===== src/rtl/tile_cfg_pkg.sv =====
// Shared field-extraction helpers, broadcast id and default widths for the
// tile configuration endpoint.
package tile_cfg_pkg;

  localparam int DEF_ADDR_W    = 32;
  localparam int DEF_DATA_W    = 32;
  localparam int DEF_TILE_ID_W = 16;
  localparam int DEF_REG_IDX_W = 8;
  localparam int DEF_NUM_REGS  = 8;
  localparam int DEF_STALL_W   = 1;

  // Helpers work on a wide container; callers zero-extend and truncate.
  localparam int FIELD_W = 64;

  // All-ones tile field addresses every tile (writes only).
  localparam logic [FIELD_W-1:0] BCAST_ID = '1;

  function automatic logic [FIELD_W-1:0] get_tile_id(input logic [FIELD_W-1:0] addr,
                                                     input int tile_w);
    logic [FIELD_W-1:0] mask;
    mask = ~({FIELD_W{1'b1}} << tile_w);
    return addr & mask;
  endfunction

  function automatic logic [FIELD_W-1:0] get_reg_idx(input logic [FIELD_W-1:0] addr,
                                                     input int tile_w,
                                                     input int idx_w);
    logic [FIELD_W-1:0] mask;
    mask = ~({FIELD_W{1'b1}} << idx_w);
    return (addr >> tile_w) & mask;
  endfunction

endpackage


===== src/rtl/tile_cfg_pipe.sv =====
// Optional one-cycle register stage used for the config and stall
// pass-through to the next tile in the chain.
module tile_cfg_pipe #(
  parameter int W    = 1,
  parameter int PIPE = 1
) (
  input  logic         clk,
  input  logic         rst,
  input  logic [W-1:0] d_i,
  output logic [W-1:0] q_o
);

  generate
    if (PIPE != 0) begin : g_reg
      logic [W-1:0] data_q;
      always_ff @(posedge clk or posedge rst) begin
        if (rst) data_q <= '0;
        else     data_q <= d_i;
      end
      assign q_o = data_q;
    end else begin : g_wire
      assign q_o = d_i;
    end
  endgenerate

endmodule


===== src/rtl/tile_cfg_ctrl.sv =====
// Config-bus endpoint and daisy-chain stage for a CGRA tile: register bank,
// read-back merge and forwarded buses. Optional CFG_PARITY_EN adds parity checking.
module tile_cfg_ctrl
  import tile_cfg_pkg::*;
#(
  parameter int ADDR_W    = DEF_ADDR_W,
  parameter int DATA_W    = DEF_DATA_W,
  parameter int TILE_ID_W = DEF_TILE_ID_W,
  parameter int REG_IDX_W = DEF_REG_IDX_W,
  parameter int NUM_REGS  = DEF_NUM_REGS,
  parameter int STALL_W   = DEF_STALL_W,
  parameter int PIPE_OUT  = 1
) (
  input  logic                       clk,
  input  logic                       reset,
  input  logic [TILE_ID_W-1:0]       tile_id,
  input  logic [ADDR_W-1:0]          config_config_addr,
  input  logic [DATA_W-1:0]          config_config_data,
  input  logic                       config_read,
  input  logic                       config_write,
  output logic [ADDR_W-1:0]          config_out_config_addr,
  output logic [DATA_W-1:0]          config_out_config_data,
  output logic                       config_out_read,
  output logic                       config_out_write,
  input  logic [DATA_W-1:0]          read_config_data_in,
  output logic [DATA_W-1:0]          read_config_data,
  input  logic [STALL_W-1:0]         stall,
  output logic [STALL_W-1:0]         stall_out,
  output logic                       reset_out,
  output logic [NUM_REGS*DATA_W-1:0] cfg_regs,
  output logic [NUM_REGS-1:0]        cfg_update,
  output logic                       cfg_err
);

  localparam int CFG_W = ADDR_W + DATA_W + 2;

  // The config bus has no ready: every request is taken in the cycle it is
  // presented, independent of stall, and the chain never back-pressures.
  logic [TILE_ID_W-1:0] tile_f;
  logic [REG_IDX_W-1:0] idx;
  logic                 tile_hit, bcast, idx_ok;
  logic                 wr_apply, wr_oor, rd_oor, conflict;
  logic                 par_err;

  logic [NUM_REGS-1:0][DATA_W-1:0] regs_q, regs_d;
  logic [NUM_REGS-1:0]             upd_q, upd_d;
  logic [DATA_W-1:0]               rd_q, rd_d, rd_val;
  logic                            err_q, err_d;

  assign tile_f   = TILE_ID_W'(get_tile_id(FIELD_W'(config_config_addr), TILE_ID_W));
  assign idx      = REG_IDX_W'(get_reg_idx(FIELD_W'(config_config_addr), TILE_ID_W, REG_IDX_W));
  assign tile_hit = (tile_f == tile_id);
  assign bcast    = (tile_f == TILE_ID_W'(BCAST_ID));
  assign idx_ok   = (32'(idx) < NUM_REGS);

  assign wr_apply = config_write && (tile_hit || bcast) && idx_ok;
  assign wr_oor   = config_write && (tile_hit || bcast) && !idx_ok;
  assign rd_oor   = config_read && tile_hit && !idx_ok;
  // A read hit implies the shared address also hits for the write.
  assign conflict = config_read && tile_hit && config_write;

  always_comb begin
    regs_d = regs_q;
    upd_d  = '0;
    rd_val = '0;
    for (int i = 0; i < NUM_REGS; i++) begin
      if (32'(idx) == i) begin
        rd_val = regs_q[i];
        if (wr_apply) begin
          regs_d[i] = config_config_data;
          upd_d[i]  = 1'b1;
        end
      end
    end
    rd_d  = (config_read && tile_hit && idx_ok && !conflict) ? rd_val : '0;
    err_d = err_q | wr_oor | rd_oor | conflict | par_err;
  end

  always_ff @(posedge clk or posedge reset) begin
    if (reset) begin
      regs_q <= '0;
      upd_q  <= '0;
      rd_q   <= '0;
      err_q  <= 1'b0;
    end else begin
      regs_q <= regs_d;
      upd_q  <= upd_d;
      rd_q   <= rd_d;
      err_q  <= err_d;
    end
  end

`ifdef CFG_PARITY_EN
  logic [NUM_REGS-1:0] par_q, par_d, par_bad;

  // Even parity per register; reset state (all zero) is self-consistent.
  always_comb begin
    par_d = par_q;
    for (int i = 0; i < NUM_REGS; i++) begin
      if (upd_d[i]) par_d[i] = ^config_config_data;
      par_bad[i] = (^regs_q[i]) != par_q[i];
    end
  end

  always_ff @(posedge clk or posedge reset) begin
    if (reset) par_q <= '0;
    else       par_q <= par_d;
  end

  assign par_err = |par_bad;
`else
  assign par_err = 1'b0;
`endif

  tile_cfg_pipe #(.W(CFG_W), .PIPE(PIPE_OUT)) u_cfg_pipe (
    .clk (clk),
    .rst (reset),
    .d_i ({config_config_addr, config_config_data, config_read, config_write}),
    .q_o ({config_out_config_addr, config_out_config_data, config_out_read, config_out_write})
  );

  tile_cfg_pipe #(.W(STALL_W), .PIPE(PIPE_OUT)) u_stall_pipe (
    .clk (clk),
    .rst (reset),
    .d_i (stall),
    .q_o (stall_out)
  );

  assign reset_out        = reset;
  assign read_config_data = rd_q | read_config_data_in;
  assign cfg_regs         = regs_q;
  assign cfg_update       = upd_q;
  assign cfg_err          = err_q;

endmodule

===== config.mk =====
export PLATFORM = sky130hd
export DESIGN_NAME = tile_cfg_ctrl
export DESIGN_NICKNAME = d
export VERILOG_FILES = /design/src/rtl/tile_cfg_pkg.sv /design/src/rtl/tile_cfg_pipe.sv /design/src/rtl/tile_cfg_ctrl.sv
export SDC_FILE = /design/constraint.sdc
export NUM_CORES = 1
export LEC_CHECK = 0
export CAP_MARGIN = 5
export CORE_ASPECT_RATIO = 0.7
export CORE_MARGIN = 1.5
export CORE_UTILIZATION = 47
export DETAILED_ROUTE_END_ITERATION = 7
export PLACE_DENSITY = 0.79
export SYNTH_ARGS = -nofsm -noshare
export SYNTH_HDL_FRONTEND = slang
export SYNTH_HIERARCHICAL = 1
export SYNTH_SLANG_ARGS = --single-unit

===== constraint.sdc =====
create_clock -name clk -period 11.13 [get_ports clk]
set_input_delay 1.6695 -clock clk [delete_from_list [all_inputs] [get_ports clk]]
set_output_delay 1.6695 -clock clk [all_outputs]
set_load 0.05 [all_outputs]

==> impl_metrics.yaml, run 1 <==
yosys:
  synth.ff_latch_count: 364
  ys_types: 51
  synth_edf_count: 0
  netlist_top_cells_count: "dfrtp_1 (364), mux2_2 (144), o2bb2ai_1 (96)"
  async_flop_share: 1.00
  netlist_instances: 1176
  synth_top_cell_by_area: "dfrtp_1"
  ys_top_cells_by_area: "dfrtp_1 (59%), mux2_2 (11%), o2bb2ai_1 (5.5%)"
  synth_top_area_share: 0.592
  synth_area_mm2: 0.0154
  synth_top_flop_cell: "dfrtp_1"
  syn_area_per_cell_um2: 13.1
  yosysWarnings: 6
  yosysMostFrequentCell: "dfrtp_1"
  synth_nets: 1293
  ys_seq_area_frac: 0.592
setup_path:
  critical_path_buf_inv_count: 2
  required_ns: 9.46
  path_cells: "clkdlybuf4s50_1 > clkdlybuf4s50_1"
  r2r_start: "cfg_regs[92]"
  critPathTopFamily: "buffers and inverters"
  arrival_ns: 3.21
  crit_start: "reset"
  worst_path_most_repeated_cell: "clkdlybuf4s50_1"
  cpMaxStageDelayCell: "clkdlybuf4s50_1"
  crit_type: "input pin to output pin"
  crit_path_max_fanout: 4
  endpoint_kind: "output pin"
  timing.rr.end: "rd_q[28]"
  max_stage_delay_ns: 0.87
  worstSetupStartpointType: "input pin"
  r2r_cells: 5
  regToRegSetupSlack_ns: 9.60
cts:
  worstSkewPairLatency_ns: 0.53
  clk_pin_slew_ns: 0.07
  cts_tree: "yes"
  hold_buffers: 0
  htree_levels: 2
  cts.root.buffer_cell: "clkbuf_16"
  cts_resized: 0
  numCtsBuffers: 37
  clk_path_buf_depth: 3
  clkSinkCount: 364
  postCtsSetupBuffers: 0
global_routing:
  antenna_found_initial: 1
  grt_max_degree: 171
  first_global_vias: 12800
  gr-usage-all-layers: 0.327
  grt_pass1_wl_um: 82200
  overflow: 0
floorplan:
  num_rows: 55
  dieHeight_um: 154
  core_mm2: 0.0323
  die_w_um: 219
  start_util: 0.477
  die_area_mm2: 0.0338
  pin_count: 482
timing:
  timing.final.ws_setup_ns: 6.25
  rsz0062_at_grt: "no"
  worst_pin_slew_ns: 1.27
  skew_ns: 0.0161
  setup_viol: 0
  slew_violations: 0
  hold_viol: 0
  relSlewSlack: 0.153
  holdWs_ns: 0.509
  finalCritPeriodShare: 0.439
  fmax_ghz: 0.205
  setup_tns_ns: 0
  post-route-min-period_ns: 4.88
min_path:
  hold_end: "cfg_regs[94]"
  hold_start: "cfg_regs[94]"
  worst_hold_path_type: "flop to flop"
  whs_path_depth: 1
status:
  outcome: "complete, no violations"
final_layout:
  diodes: 0
  nNetsFinal: 1741
  fin_util: 0.675
  instances_no_fill: 2073
  area_growth_pct: 41.7
  fillers: 2365
  drive_gt1_frac: 0.186
power:
  intPower_w: 0.00220
  p_per_area_mw_per_mm2: 133
  peakVddDrop_v: 0.0000971
  p_comb_frac: 0.090
  p_switching_w: 0.000701
  switching_share: 0.242
  p_seq_frac: 0.462
  p_leak_nw: 9.49
  clockPowerShare: 0.448
placed_design:
  dp_hpwl_um: 35500
  placement.io_buffers: 481
  gp_congestion: 0.868
  dp_slack_ns: 5.85
  place_inst: 2012
route:
  vias: 12400
  drc: 0
  via_per_inst: 5.98
  firstDrtPassIters: 7
  ant_nets: 0
  wirelength_um: 55400
  wl_per_cell_um: 26.7
  drtIter0Drc: 1092
run:
  cap_violations: 0
## flip-flops by register name (all words and copies together) (netlist names)
| name | flops |
|---|---|
| cfg_regs | 256 |
| cfg_err | 1 |
| rd_q | 32 |
| u_cfg_pipe/q_o | 66 |
| cfg_update | 8 |
| u_stall_pipe/q_o | 1 |
## worst max-delay path by stage
stage	slack, ns	cells after the start	endpoint
6_report	6.25	2	reset_out
5_1_grt	6.22	2	reset_out
4_1_cts	6.25	2	reset_out
3_5_place_dp	5.85	6	cfg_regs[119]
3_3_place_gp	5.96	6	cfg_regs[111]
2_1_floorplan	1.26	1	cfg_err
## layout by cell type, fill, tap and decap left out, types with 5 or more instances in the layout
cell and count:
clkbuf_8 6, buf_4 21, o2bb2ai_1 96, mux2_4 30
clkdlybuf4s50_1 478, nand4_1 5, clkbuf_16 39, o21ai_0 8
clkbuf_1 8, mux2_1 6, mux2i_1 20, a21oi_1 64
o211ai_1 27, dfrtp_1 364, xor2_1 16, nor3_1 5
nor2b_1 33, a22o_1 32, or2_2 32, a22oi_1 32
nand2_1 85, o221ai_1 24, inv_1 5, mux2_2 144
## per-stage QoR
step,instance area [um2],power [W]
finish,21800,0.00290
global placement,20600,0.00162
CTS,21800,0.00291
detailed placement,20600,0.00162
global route,21800,0.00298
floorplan,15400,0.00150
## layout make-up
cell class / instances / area, um2 / share of cell area
clock buffers: 53 / 1090 / 0.0499
well taps: 427 / 534 / 0.0245
flip-flops and latches: 364 / 9110 / 0.418
multi-input cells: 712 / 5910 / 0.271
inverters: 8 / 40.0 / 0.00184
clock inverters: 8 / 150 / 0.00689
repair buffers: 501 / 4970 / 0.228
## logic make-up (layout without fill, tap and decap cells)
kind of cell | count (synthesis) | in the layout | synth area share
AO/OA/AOI/OAI | 305 | 305 | 0.151
XOR/XNOR | 16 | 16 | 0.00911
adder cells (fa/ha/maj) | 1 | 1 | 0.000651
buffers and inverters | 100 | 570 | 0.0300
flip-flops | 364 | 364 | 0.592
multiplexers | 200 | 200 | 0.152
AND/OR/NAND/NOR | 190 | 190 | 0.0650
## power by group through the flow
stage	Clock [W]	Combinational, W	Sequential [W]
after CTS	0.00131	0.000263	0.00134
after global routing	0.00137	0.000277	0.00134
final	0.00130	0.000262	0.00134
after detailed placement	0	0.000261	0.00136
after floorplan	0	0.0000941	0.00141
after global placement	0	0.000259	0.00136
## metal layers
metal	share of wire	wire length, um	vias to the layer above	global-route usage
met3	0.087	4790	120	0.0850
met5	0	0	-	0
met1	0.41	23000	6376	0.440
met4	0.037	2070	0	0.129
li1	-	-	5238	-
met2	0.46	25600	656	0.510
No activity file was read; power rests on OpenSTA's default activity.
==> run 2: changes to the inputs <==
Settings changed: CORE_UTILIZATION 47 to 42, PLACE_DENSITY 0.79 to 0.74.
Clock period 11.13 ns to 4 ns, I/O delays scaled along.
==> run 2 against run 1 <==
  * Core utilization decreased by 5.9 points
  * Sequential share of layout area decreased by 0.73 points
  * Die area increased by 12%
  * Total power increased to 2.8 times the previous value
  * Flip-flop and latch count unchanged
  * Clock power increased to 2.9 times the previous value
  * First-iteration DRC count decreased by 3.8%
  * Register-to-register slack got worse by 7.0 ns
  * Count of clock-buffer cells in the layout decreased by 1
  * Largest power group unchanged
==> impl_metrics.yaml, run 2 (same netlist as run 1, synthesis figures left out) <==
floorplan:
  num_rows: 58
  pin_count: 482
  start_util: 0.427
  core_mm2: 0.0360
  die_w_um: 232
  dieHeight_um: 163
  die_area_mm2: 0.0378
timing:
  rsz0062_at_grt: "no"
  slew_violations: 0
  post-route-min-period_ns: 3.18
  finalCritPeriodShare: 0.795
  relSlewSlack: 0.0812
  setup_tns_ns: 0
  fmax_ghz: 0.315
  worst_pin_slew_ns: 1.37
  skew_ns: 0.0153
  timing.final.ws_setup_ns: 0.822
  setup_viol: 0
  hold_viol: 0
route:
  drtIter0Drc: 1051
  ant_nets: 0
  via_per_inst: 5.84
  firstDrtPassIters: 5
  vias: 12600
  wl_per_cell_um: 26.5
  wirelength_um: 57100
  drc: 0
cts:
  clk_path_buf_depth: 3
  numCtsBuffers: 38
  worstSkewPairLatency_ns: 0.53
  clkSinkCount: 364
  cts.root.buffer_cell: "clkbuf_16"
  postCtsSetupBuffers: 0
  cts_tree: "yes"
  htree_levels: 2
  hold_buffers: 0
  cts_resized: 0
  clk_pin_slew_ns: 0.07
global_routing:
  grt_max_degree: 110
  antenna_found_initial: 1
  overflow: 0
  grt_pass1_wl_um: 84600
  first_global_vias: 12700
  gr-usage-all-layers: 0.299
placed_design:
  dpl-instance-area_mm2: 0.0209
  dp_hpwl_um: 38200
  gp_congestion: 0.867
  dp_slack_ns: 0.431
  placement.io_buffers: 481
  place_inst: 2088
power:
  peakVddDrop_v: 0.000325
  p_leak_nw: 9.67
  p_per_area_mw_per_mm2: 369
status:
  outcome: "complete, no violations"
setup_path:
  cpMaxStageDelayCell: "nand3_2"
  crit_type: "input pin to flop"
  required_ns: 4.42
  path_cells: "clkdlybuf4s50_1 > xor2_1 > nor4_1 > and4_1 > nand3_2 > buf_4 > a311oi_1"
  crit_path_max_fanout: 18
  max_stage_delay_ns: 0.62
  arrival_ns: 3.60
  worstSetupStartpointType: "input pin"
  endpoint_kind: "flop"
run:
  cap_violations: 0
final_layout:
  area_growth_pct: 44.2
  fillers: 2796
  layout_common_cells: "clkdlybuf4s50_1 (478), dfrtp_1 (364), mux2_2 (144), o2bb2ai_1 (96), nand2_1 (85)"
  final_common_cell: "clkdlybuf4s50_1"
  final_cell_area_mm2: 0.0222
  drive_gt1_frac: 0.202
  nNetsFinal: 1765
  largest_reg_flops: 256
  instances_no_fill: 2156
  fin_util: 0.616
min_path:
  worst_hold_path_type: "input pin to async pin"
[run 2: cell types whose count changed in the layout (fill, tap and decap cells not counted), sizes merged]
cell      previous run  this run
buf                 23        46
clkinv               3         8
clkinvlp             1         3
clkbuf              53        52
diode                0         1
[run 2: critical path, delay by kind of cell]
kind	cells	cell delay [ns]
compound gates	1	0.29
xor+xnor	1	0.17
buf+inv	2	0.93
simple gates	3	1.60
[run 2: power by group]
part / leakage, nW / internal (W) / switching (W)
Clock: 0.639 / 0.00220 / 0.00151
Combinational: 4.10 / 0.000264 / 0.000493
Sequential: 4.93 / 0.00372 / 0.00000881
[run 2: path summary, 6_finish.rpt]
kind / from / to / slack [ns] / depth (start not counted)
worst max-delay path: config_config_addr[14] / rd_q[8] / 0.82 / 7
worst max register to register: cfg_regs[95] / rd_q[31] / 2.57 / 5
worst min register to register: cfg_err / cfg_err / 0.49 / 2
max in group asynchronous: reset / u_cfg_pipe/q_o[10] / 2.56 / 3
worst min-delay path: reset / u_stall_pipe/q_o / 0.36 / 2
min in group clk: cfg_err / cfg_err / 0.49 / 2
[run 2: final cells by class]
type | instances | area (um2) | area share
Clock buffer | 52 | 1100 | 0.0498
Multi-Input combinational cell | 712 | 5910 | 0.266
Timing Repair Buffer | 524 | 5230 | 0.236
Clock inverter | 15 | 194 | 0.00874
Inverter | 8 | 36.3 | 0.00164
Tap cell | 480 | 601 | 0.0271
Antenna cell | 1 | 2.50 | 0.000113
Sequential cell | 364 | 9110 | 0.411
[run 2: per-stage QoR]
stage | total power, W | hold WS [ns]
detailed placement | 0.00455 | 0.478
floorplan | 0.00418 | 0.329
global placement | 0.00454 | 0.455
finish | 0.00820 | 0.355
global route | 0.00844 | 0.332
CTS | 0.00825 | 0.333
[run 2: metal layers]
layer / track usage / part of all wire / vias up
li1: - / - / 5297
met2: 0.479 / 0.47 / 658
met4: 0.0909 / 0.029 / 0
met5: 0 / 0 / -
met3: 0.0642 / 0.082 / 113
met1: 0.407 / 0.42 / 6513
